--- src/rtl/if_id_fetch_queue.sv ---
// Fetch-to-decode instruction queue: a small circular buffer of {instr, pc, pc+4}
// triples that presents the oldest entry to decode and holds the PC when full.
module if_id_fetch_queue #(
  parameter int          DEPTH     = 4,
  parameter logic [31:0] NOP_INSTR = 32'h00000013
) (
  input  logic                       clk,
  input  logic                       reset_n,
  input  logic [31:0]                InstrF,
  input  logic [31:0]                PCF,
  input  logic [31:0]                PCPlus4F,
  input  logic                       ValidF,
  output logic                       FetchEnF,
  input  logic                       StallD,
  input  logic                       FlushD,
  output logic [31:0]                InstrD,
  output logic [31:0]                PCD,
  output logic [31:0]                PCPlus4D,
  output logic                       ValidD,
  output logic [$clog2(DEPTH+1)-1:0] QCount
);

  localparam int PW = $clog2(DEPTH);
  localparam int CW = $clog2(DEPTH + 1);
  localparam logic [CW-1:0] DEPTH_C = CW'(DEPTH);

  logic [95:0]   mem_q [DEPTH];
  logic [PW-1:0] wr_ptr_q, wr_ptr_d;
  logic [PW-1:0] rd_ptr_q, rd_ptr_d;
  logic [CW-1:0] count_q, count_d;
  logic          full, empty, push, pop;
  logic [95:0]   head;

  always_comb begin
    full     = (count_q == DEPTH_C);
    empty    = (count_q == '0);
    push     = ValidF & ~full & ~FlushD;
    pop      = ~empty & ~StallD & ~FlushD;
    wr_ptr_d = wr_ptr_q;
    rd_ptr_d = rd_ptr_q;
    count_d  = count_q;
    if (FlushD) begin
      wr_ptr_d = '0;
      rd_ptr_d = '0;
      count_d  = '0;
    end else begin
      if (push) wr_ptr_d = wr_ptr_q + 1'b1;
      if (pop)  rd_ptr_d = rd_ptr_q + 1'b1;
      case ({push, pop})
        2'b10:   count_d = count_q + 1'b1;
        2'b01:   count_d = count_q - 1'b1;
        default: count_d = count_q;
      endcase
    end
  end

  always_ff @(posedge clk or negedge reset_n) begin
    if (!reset_n) begin
      wr_ptr_q <= '0;
      rd_ptr_q <= '0;
      count_q  <= '0;
    end else begin
      wr_ptr_q <= wr_ptr_d;
      rd_ptr_q <= rd_ptr_d;
      count_q  <= count_d;
    end
  end

  // Storage is deliberately unreset; the empty check below masks stale entries.
  always_ff @(posedge clk) begin
    if (push) mem_q[wr_ptr_q] <= {InstrF, PCF, PCPlus4F};
  end

  always_comb begin
    head     = mem_q[rd_ptr_q];
    FetchEnF = ~full;
    QCount   = count_q;
    ValidD   = ~empty;
    InstrD   = NOP_INSTR;
    PCD      = '0;
    PCPlus4D = '0;
    if (!empty) begin
      InstrD   = head[95:64];
      PCD      = head[63:32];
      PCPlus4D = head[31:0];
    end
  end

endmodule

--- config.mk ---
export PLATFORM = sky130hd
export DESIGN_NAME = if_id_fetch_queue
export DESIGN_NICKNAME = d
export VERILOG_FILES = /design/src/rtl/if_id_fetch_queue.sv
export SDC_FILE = /design/constraint.sdc
export NUM_CORES = 1
export LEC_CHECK = 0
export ABC_AREA = 1
export CAP_MARGIN = 15
export CORE_UTILIZATION = 46
export CTS_CLUSTER_SIZE = 30
export DETAILED_ROUTE_END_ITERATION = 10
export HOLD_SLACK_MARGIN = 0.05
export PLACE_DENSITY_LB_ADDON = 0.3
export SLEW_MARGIN = 20
export SYNTH_ARGS = -nofsm -noshare
export SYNTH_HDL_FRONTEND = slang
export SYNTH_SLANG_ARGS = --single-unit
--- constraint.sdc ---
create_clock -name clk -period 9.55 [get_ports clk]
set_input_delay 0.955 -clock clk [delete_from_list [all_inputs] [get_ports clk]]
set_output_delay 0.955 -clock clk [all_outputs]
set_load 0.005 [all_outputs]
==> results of run 1 <==
layer usage:
metal  part of all wire, %  vias up  global-route usage [%]  routed length [microns]
met2                    48      286                    33.4                    16100
li1                      -     4612                       -                        -
met4                   2.1        4                    5.49                      712
met1                    44     4694                    26.8                    14800
met5                 0.080        -                       0                       27
met3                   6.5       58                    4.31                     2190
worst register-to-register path, stage by stage (launching register included):
cell     delay (ns)
dfrtp_1        0.50
nor2_4         0.08
nand2_2        0.08
nand2_2        0.07
nor2_1         0.25
inv_1          0.24
nor2_4         0.37
buf_12         0.25
buf_4          0.83
sequential cells by signal (all words and copies together) (netlist names):
register / flops
wr_ptr_q: 2
QCount: 3
rd_ptr_q: 2
mem_q: 384
logic make-up (layout without fill, tap and decap cells):
| logic type | after synthesis | after routing | share of synthesized area, % |
|---|---|---|---|
| and+or+nand+nor | 414 | 414 | 10.3 |
| DFF | 391 | 391 | 76.0 |
| AOI/OAI and AO/OA | 293 | 293 | 9.67 |
| buffers and inverters | 90 | 306 | 3.56 |
| adders and majority gates | 5 | 5 | 0.455 |
| xor gates and xnor gates | 1 | 1 | 0.0569 |
| other | 0 | 1 | 0 |
path summary, 6_finish.rpt:
| path | startpoint | endpoint | slack [ns] | depth (start not counted) |
|---|---|---|---|---|
| worst max-delay path | rd_ptr_q[0] | PCD[15] | 4.70 | 5 |
| worst min-delay path | QCount[1] | QCount[1] | 0.62 | 2 |
| worst max register to register | QCount[0] | mem_q[2][15] | 6.45 | 8 |
| worst min register to register | QCount[1] | QCount[1] | 0.62 | 2 |
| max in group asynchronous | reset_n | rd_ptr_q[0] | 8.52 | 1 |
| min in group asynchronous | reset_n | rd_ptr_q[1] | 0.72 | 1 |
power breakdown:
part	switching [mW]	total, mW	internal (mW)
registers	0.0753	2.07	2.00
clock network	0.621	1.44	0.822
logic	0.803	1.51	0.702
total	1.50	5.02	3.52
cells in the mapped netlist:
cell type    n  area share, %
a21oi_2      2           0.11
nand2_1     17           0.41
o21ai_2      1          0.057
dfrtp_1      7            1.1
xnor2_1      1          0.057
a21oi_1     95            3.1
nor2_4       1          0.073
nand2_4      1          0.073
ha_1         4           0.32
buf_2       15           0.49
o21ai_0    177            5.8
nor2_1     389            9.5
nor2_2       1          0.041
inv_1       11           0.27
clkbuf_2    15           0.49
nand3_1      2          0.065
o311ai_1     3           0.17
buf_1        1          0.024
fa_1         1           0.13
buf_4       10           0.49
inv_2        5           0.12
nand2_2      3           0.12
buf_6       18            1.3
clkbuf_1    15           0.37
o21ai_1     15           0.49
edfxtp_1   384             75
final cells by class:
cell class / count / area, sq um / share of cell area (%)
multi-input combinational: 713 / 3180 / 16.8
timing repair buffer: 215 / 2160 / 11.4
clock buffer: 50 / 1100 / 5.83
sequential: 391 / 11700 / 62.0
inverter: 16 / 65.1 / 0.344
clock inverter: 25 / 125 / 0.662
antenna: 1 / 2.50 / 0.0132
tap: 442 / 553 / 2.93
stage by stage:
stage                     instance area, sq um  total power [mW]  setup slack (ns)  util, %
after global placement                   17600              3.61              5.01     53.9
after floorplan                          15400              2.86              3.75        -
after CTS                                18800              5.07              4.34     57.6
final                                    18900              5.02              4.70     57.8
after detailed placement                 17600              3.62              4.92     53.9
after global routing                     18900              5.28              4.40     57.8
==> flow_metrics.py, run 1 <==
metrics = {
    "run_status": {
        "outcome": "completed",
    },
    "worst_setup_path": {
        "slowest_delay_ns": 0.80,
        "setup.worst_path.class": "reg2out",
        "worst-path-buf-inv": 3,
        "worst_setup_path_end_kind": "primary output",
        "worst-endpoint-arrival_ns": 3.89,
        "path_delay_family": "buffers and inverters",
        "crit_path_start_kind": "flip-flop",
        "critical_path.slowest_cell": "dfrtp_4",
        "worst-path-max-fanout": 120,
        "crit_path_cell_trace": "inv_4 -> buf_6 -> o21ai_0 -> a21oi_1 -> clkdlybuf4s50_1",
        "required_ns": 8.60,
    },
    "cts": {
        "cts_buffers": 41,
        "holdBufCountCts": 0,
        "worstSkewPairLatency_ns": 0.53,
        "clk_pin_slew_ns": 0.06,
        "root_buffer": "clkbuf_16",
        "clock_sink_count": 391,
        "tritoncts": "built",
        "clock_path_buffers": 3,
        "postCtsSetupRepairBufs": 0,
        "post_cts_resize_count": 0,
        "clock_tree.htree_level_count": 2,
    },
    "floorplanning": {
        "floorplan.die.width_microns": 185,
        "die-area_sq_um": 34200,
        "io_pins": 202,
        "coreArea_sq_um": 32700,
        "chipHeight_microns": 185,
        "start_util_pct": 47.1,
        "placement_rows": 66,
    },
    "power": {
        "power_density_nw_per_um2": 266,
        "max-vdd-ir-drop_mv": 0.210,
        "power_leakage_nw": 6.31,
    },
    "placement": {
        "portBuffers": 201,
        "placed_cells_incl_taps": 1775,
        "place_hpwl_microns": 18000,
        "place.gp.congestion": 0.757,
    },
    "detailed_routing": {
        "detail_route.first_pass.iterations": 5,
        "drt-total-wl_microns": 33800,
        "detail-route-antenna-nets": 0,
        "post-route-drc-count": 0,
        "vias": 9654,
        "average_detailed_routed_wire_length_per_instance_microns": 18.3,
        "dr.first_iter.drc_count": 617,
        "route.detailed.vias_per_inst": 5.21,
    },
    "sta": {
        "achievable-frequency_mhz": 206,
        "clock-skew-final_ns": 0.0118,
        "hold_slack_ns": 0.622,
        "timing_max_transition_violations_final": 0,
        "timing.final.hold_violations": 0,
        "worst-slew-pin-transition_ns": 1.05,
        "fin_crit_sh_pct": 50.7,
        "maxSlewHeadroom_pct": 30.0,
        "setup_viol": 0,
        "finalWorstPathRequiredPeriod_ns": 4.85,
        "timing.setup.tns_ns": 0,
        "grt_setup_unrepaired": "no",
    },
    "yosys": {
        "syn-num-nets": 1300,
        "syn_area_sq_um": 15400,
        "syn_area_per_cell_sq_um": 12.9,
        "synthesized_instance_count": 1194,
        "seq_area_frac_synth_pct": 76.0,
        "synthesis.yosys.warnings": 0,
        "synth.ff_latch_count": 391,
        "synth.lib_cells_used.distinct": 26,
    },
    "global_routing": {
        "number_of_global_route_vias_before_repair": 9603,
        "wire_length_of_the_first_global_routing_pass_microns": 52400,
        "overflow": 0,
        "antenna_found_initial": 4,
        "globalRouteTotalUtil_pct": 20.1,
        "grt_start_max_net_pins": 121,
    },
    "finish": {
        "area_delta_synth_final_pct": 22.7,
        "final.fill_count": 2625,
        "number_of_standard_cells_in_the_final_layout_excluding_fillers": 1853,
        "nNetsFinal": 1484,
        "layout-drive-gt1-share_pct": 6.38,
        "most-common-layout-cells": "nor2_1, edfxtp_1, clkdlybuf4s50_1",
        "layout_commonest_cell": "nor2_1",
    },
    "flow_run": {
        "drv.max_cap_violation_count": 0,
    },
    "worst_hold_path": {
        "worst_hold_path_type": "reg2reg",
    },
}
Power figures use the tool's default switching activity.
==> run 2: changes to the inputs <==
==> constraint.sdc (replaced) <==
create_clock -name clk -period 5 [get_ports clk]
set_input_delay 0.5 -clock clk [delete_from_list [all_inputs] [get_ports clk]]
set_output_delay 0.5 -clock clk [all_outputs]
set_load 0.005 [all_outputs]
==> run 2 against run 1 <==
Global-route usage shrank 0.54 points. Setup slack worse by 3.6 ns. Routed wire length shrank 1.6%. Flip-flop and latch count is the same. Combinational power increased by 91%. Sequential power up 92%. Clock power is 86% higher. Total power is 90% higher. Count of clock-buffer cells in the layout grew 4. Via count fell by 0.71%. Critical endpoint is now InstrD[4]. Largest cell class unchanged.
==> flow_metrics.py, run 2 (same netlist as run 1, synthesis figures left out) <==
metrics = {
    "global_routing": {
        "number_of_global_route_vias_before_repair": 9365,
        "grtUsageMet3_pct": 4.35,
        "globalRouteTotalUtil_pct": 19.6,
        "antenna_found_initial": 2,
        "grtUsageMet1_pct": 26.3,
        "wire_length_of_the_first_global_routing_pass_microns": 51300,
        "met2_usage_pct": 32.2,
        "grt_start_max_net_pins": 117,
        "most_used_routing_layer_in_global_routing": "met2",
        "overflow": 0,
    },
    "finish": {
        "cell_area_after_layout_sq_um": 18900,
        "layout-drive-gt1-share_pct": 5.98,
        "seqCellArea_sq_um": 11700,
        "multi_input_comb_area_sq_um": 3180,
        "max_flop_register": "mem_q",
        "most-common-layout-cells": "nor2_1, edfxtp_1, clkdlybuf4s50_1",
        "area_delta_synth_final_pct": 22.6,
        "largest_register_ff_count": 384,
        "layout_commonest_cell": "nor2_1",
        "nNetsFinal": 1485,
        "final.fill_count": 2639,
    },
    "worst_hold_path": {
        "worst_hold_path_type": "in2async",
    },
    "detailed_routing": {
        "detail-route-antenna-nets": 0,
        "dr.first_iter.drc_count": 727,
        "post-route-drc-count": 0,
        "drt-total-wl_microns": 33300,
        "vias": 9585,
        "average_detailed_routed_wire_length_per_instance_microns": 18.0,
        "route.detailed.vias_per_inst": 5.19,
        "detail_route.first_pass.iterations": 5,
    },
    "worst_setup_path": {
        "worst-endpoint-arrival_ns": 3.35,
        "setup.reg_to_reg.worst_slack_ns": 2.23,
        "cp-endpoint": "InstrD[4]",
        "slowest_delay_ns": 0.80,
        "worst_r2r_path_depth": 7,
        "setup.worst_path.start": "rd_ptr_q[0]",
        "crit_path_cell_trace": "inv_4 -> buf_12 -> nor2_1 -> o311ai_1 -> clkdlybuf4s50_1",
        "crit_path_start_kind": "flip-flop",
        "critical_path.slowest_cell": "dfrtp_4",
        "worst_setup_path_end_kind": "primary output",
        "regToRegEndpoint": "mem_q[0][82]",
        "setup.worst_path.class": "reg2out",
        "required_ns": 4.50,
        "worst-path-max-fanout": 91,
        "crit-reg2reg-launch": "QCount[0]",
    },
    "sta": {
        "finalWorstPathRequiredPeriod_ns": 3.85,
        "timing_max_transition_violations_final": 0,
        "fin_crit_sh_pct": 77.0,
        "timing.setup.tns_ns": 0,
        "timing.final.ws_setup_ns": 1.15,
        "clock-skew-final_ns": 0.0151,
        "maxSlewHeadroom_pct": 39.6,
        "worst-slew-pin-transition_ns": 0.907,
        "achievable-frequency_mhz": 260,
        "timing.final.hold_violations": 0,
        "grt_setup_unrepaired": "no",
        "setup_viol": 0,
    },
    "cts": {
        "root_buffer": "clkbuf_16",
        "worstSkewPairLatency_ns": 0.52,
        "clock_tree.htree_level_count": 2,
        "cts_buffers": 41,
        "clk_pin_slew_ns": 0.06,
        "post_cts_resize_count": 0,
        "postCtsSetupRepairBufs": 0,
        "clock_path_buffers": 3,
        "holdBufCountCts": 0,
        "tritoncts": "built",
        "clock_sink_count": 391,
    },
    "floorplanning": {
        "floorplan.die.width_microns": 185,
        "io_pins": 202,
        "placement_rows": 66,
        "chipHeight_microns": 185,
        "die-area_sq_um": 34200,
        "start_util_pct": 47.1,
        "coreArea_sq_um": 32700,
    },
    "placement": {
        "portBuffers": 201,
        "place.gp.congestion": 0.757,
        "place_hpwl_microns": 18300,
        "detailedPlace.worstSlack_ns": 1.58,
        "post_dp_cell_area_sq_um": 17700,
    },
    "power": {
        "max-vdd-ir-drop_mv": 0.373,
        "fin_total_pwr_mw": 9.53,
        "power_leakage_nw": 6.29,
        "power_density_nw_per_um2": 505,
    },
    "run_status": {
        "outcome": "completed",
    },
    "flow_run": {
        "drv.max_cap_violation_count": 0,
    },
}
[run 2: layer usage]
layer / share of wire [%] / vias up
li1: - / 4601
met1: 43 / 4648
met2: 48 / 291
met3: 7.4 / 45
met4: 1.6 / 0
met5: 0 / -
[run 2: worst min path at each step]
stage / startpoint / slack [ns] / endpoint / depth (start not counted)
6_report: reset_n / 0.28 / QCount[0] / 1
5_1_grt: reset_n / 0.29 / QCount[0] / 1
4_1_cts: reset_n / 0.28 / QCount[0] / 1
3_5_place_dp: QCount[0] / 0.61 / QCount[0] / 1
3_3_place_gp: QCount[2] / 0.61 / QCount[2] / 2
2_1_floorplan: reset_n / 0.20 / QCount[0] / 0
[run 2: cell type report]
cell class              instances  area share (%)
clock inverters                14           0.325
inverters                      16           0.345
clock buffers                  54            5.85
well taps                     442            2.93
diodes                          2          0.0265
flip-flops and latches        391            62.0
multi-input cells             713            16.8
repair buffers                216            11.6
[run 2: stage by stage]
| step | util (%) | cells | hold WS [ns] |
|---|---|---|---|
| 2_1_floorplan | - | 1194 | 0.204 |
| 3_3_place_gp | 54.2 | 1778 | 0.614 |
| 3_5_place_dp | 54.2 | 1778 | 0.613 |
| 4_1_cts | 57.7 | 1846 | 0.280 |
| 5_1_grt | 57.7 | 1846 | 0.290 |
| 6_report | 57.7 | 1848 | 0.284 |
[run 2: worst max-delay path, delay by kind of cell, from the launching register on]
family / cells / cell delay, ns
simple gates: 1 / 0.06
compound gates: 1 / 0.30
buf+inv: 3 / 1.63
flops: 1 / 0.80
[run 2: report_power, final]
part | total (mW) | switching (mW) | internal, mW
combinational | 2.89 | 1.52 | 1.36
clock | 2.68 | 1.14 | 1.54
sequential | 3.97 | 0.156 | 3.81
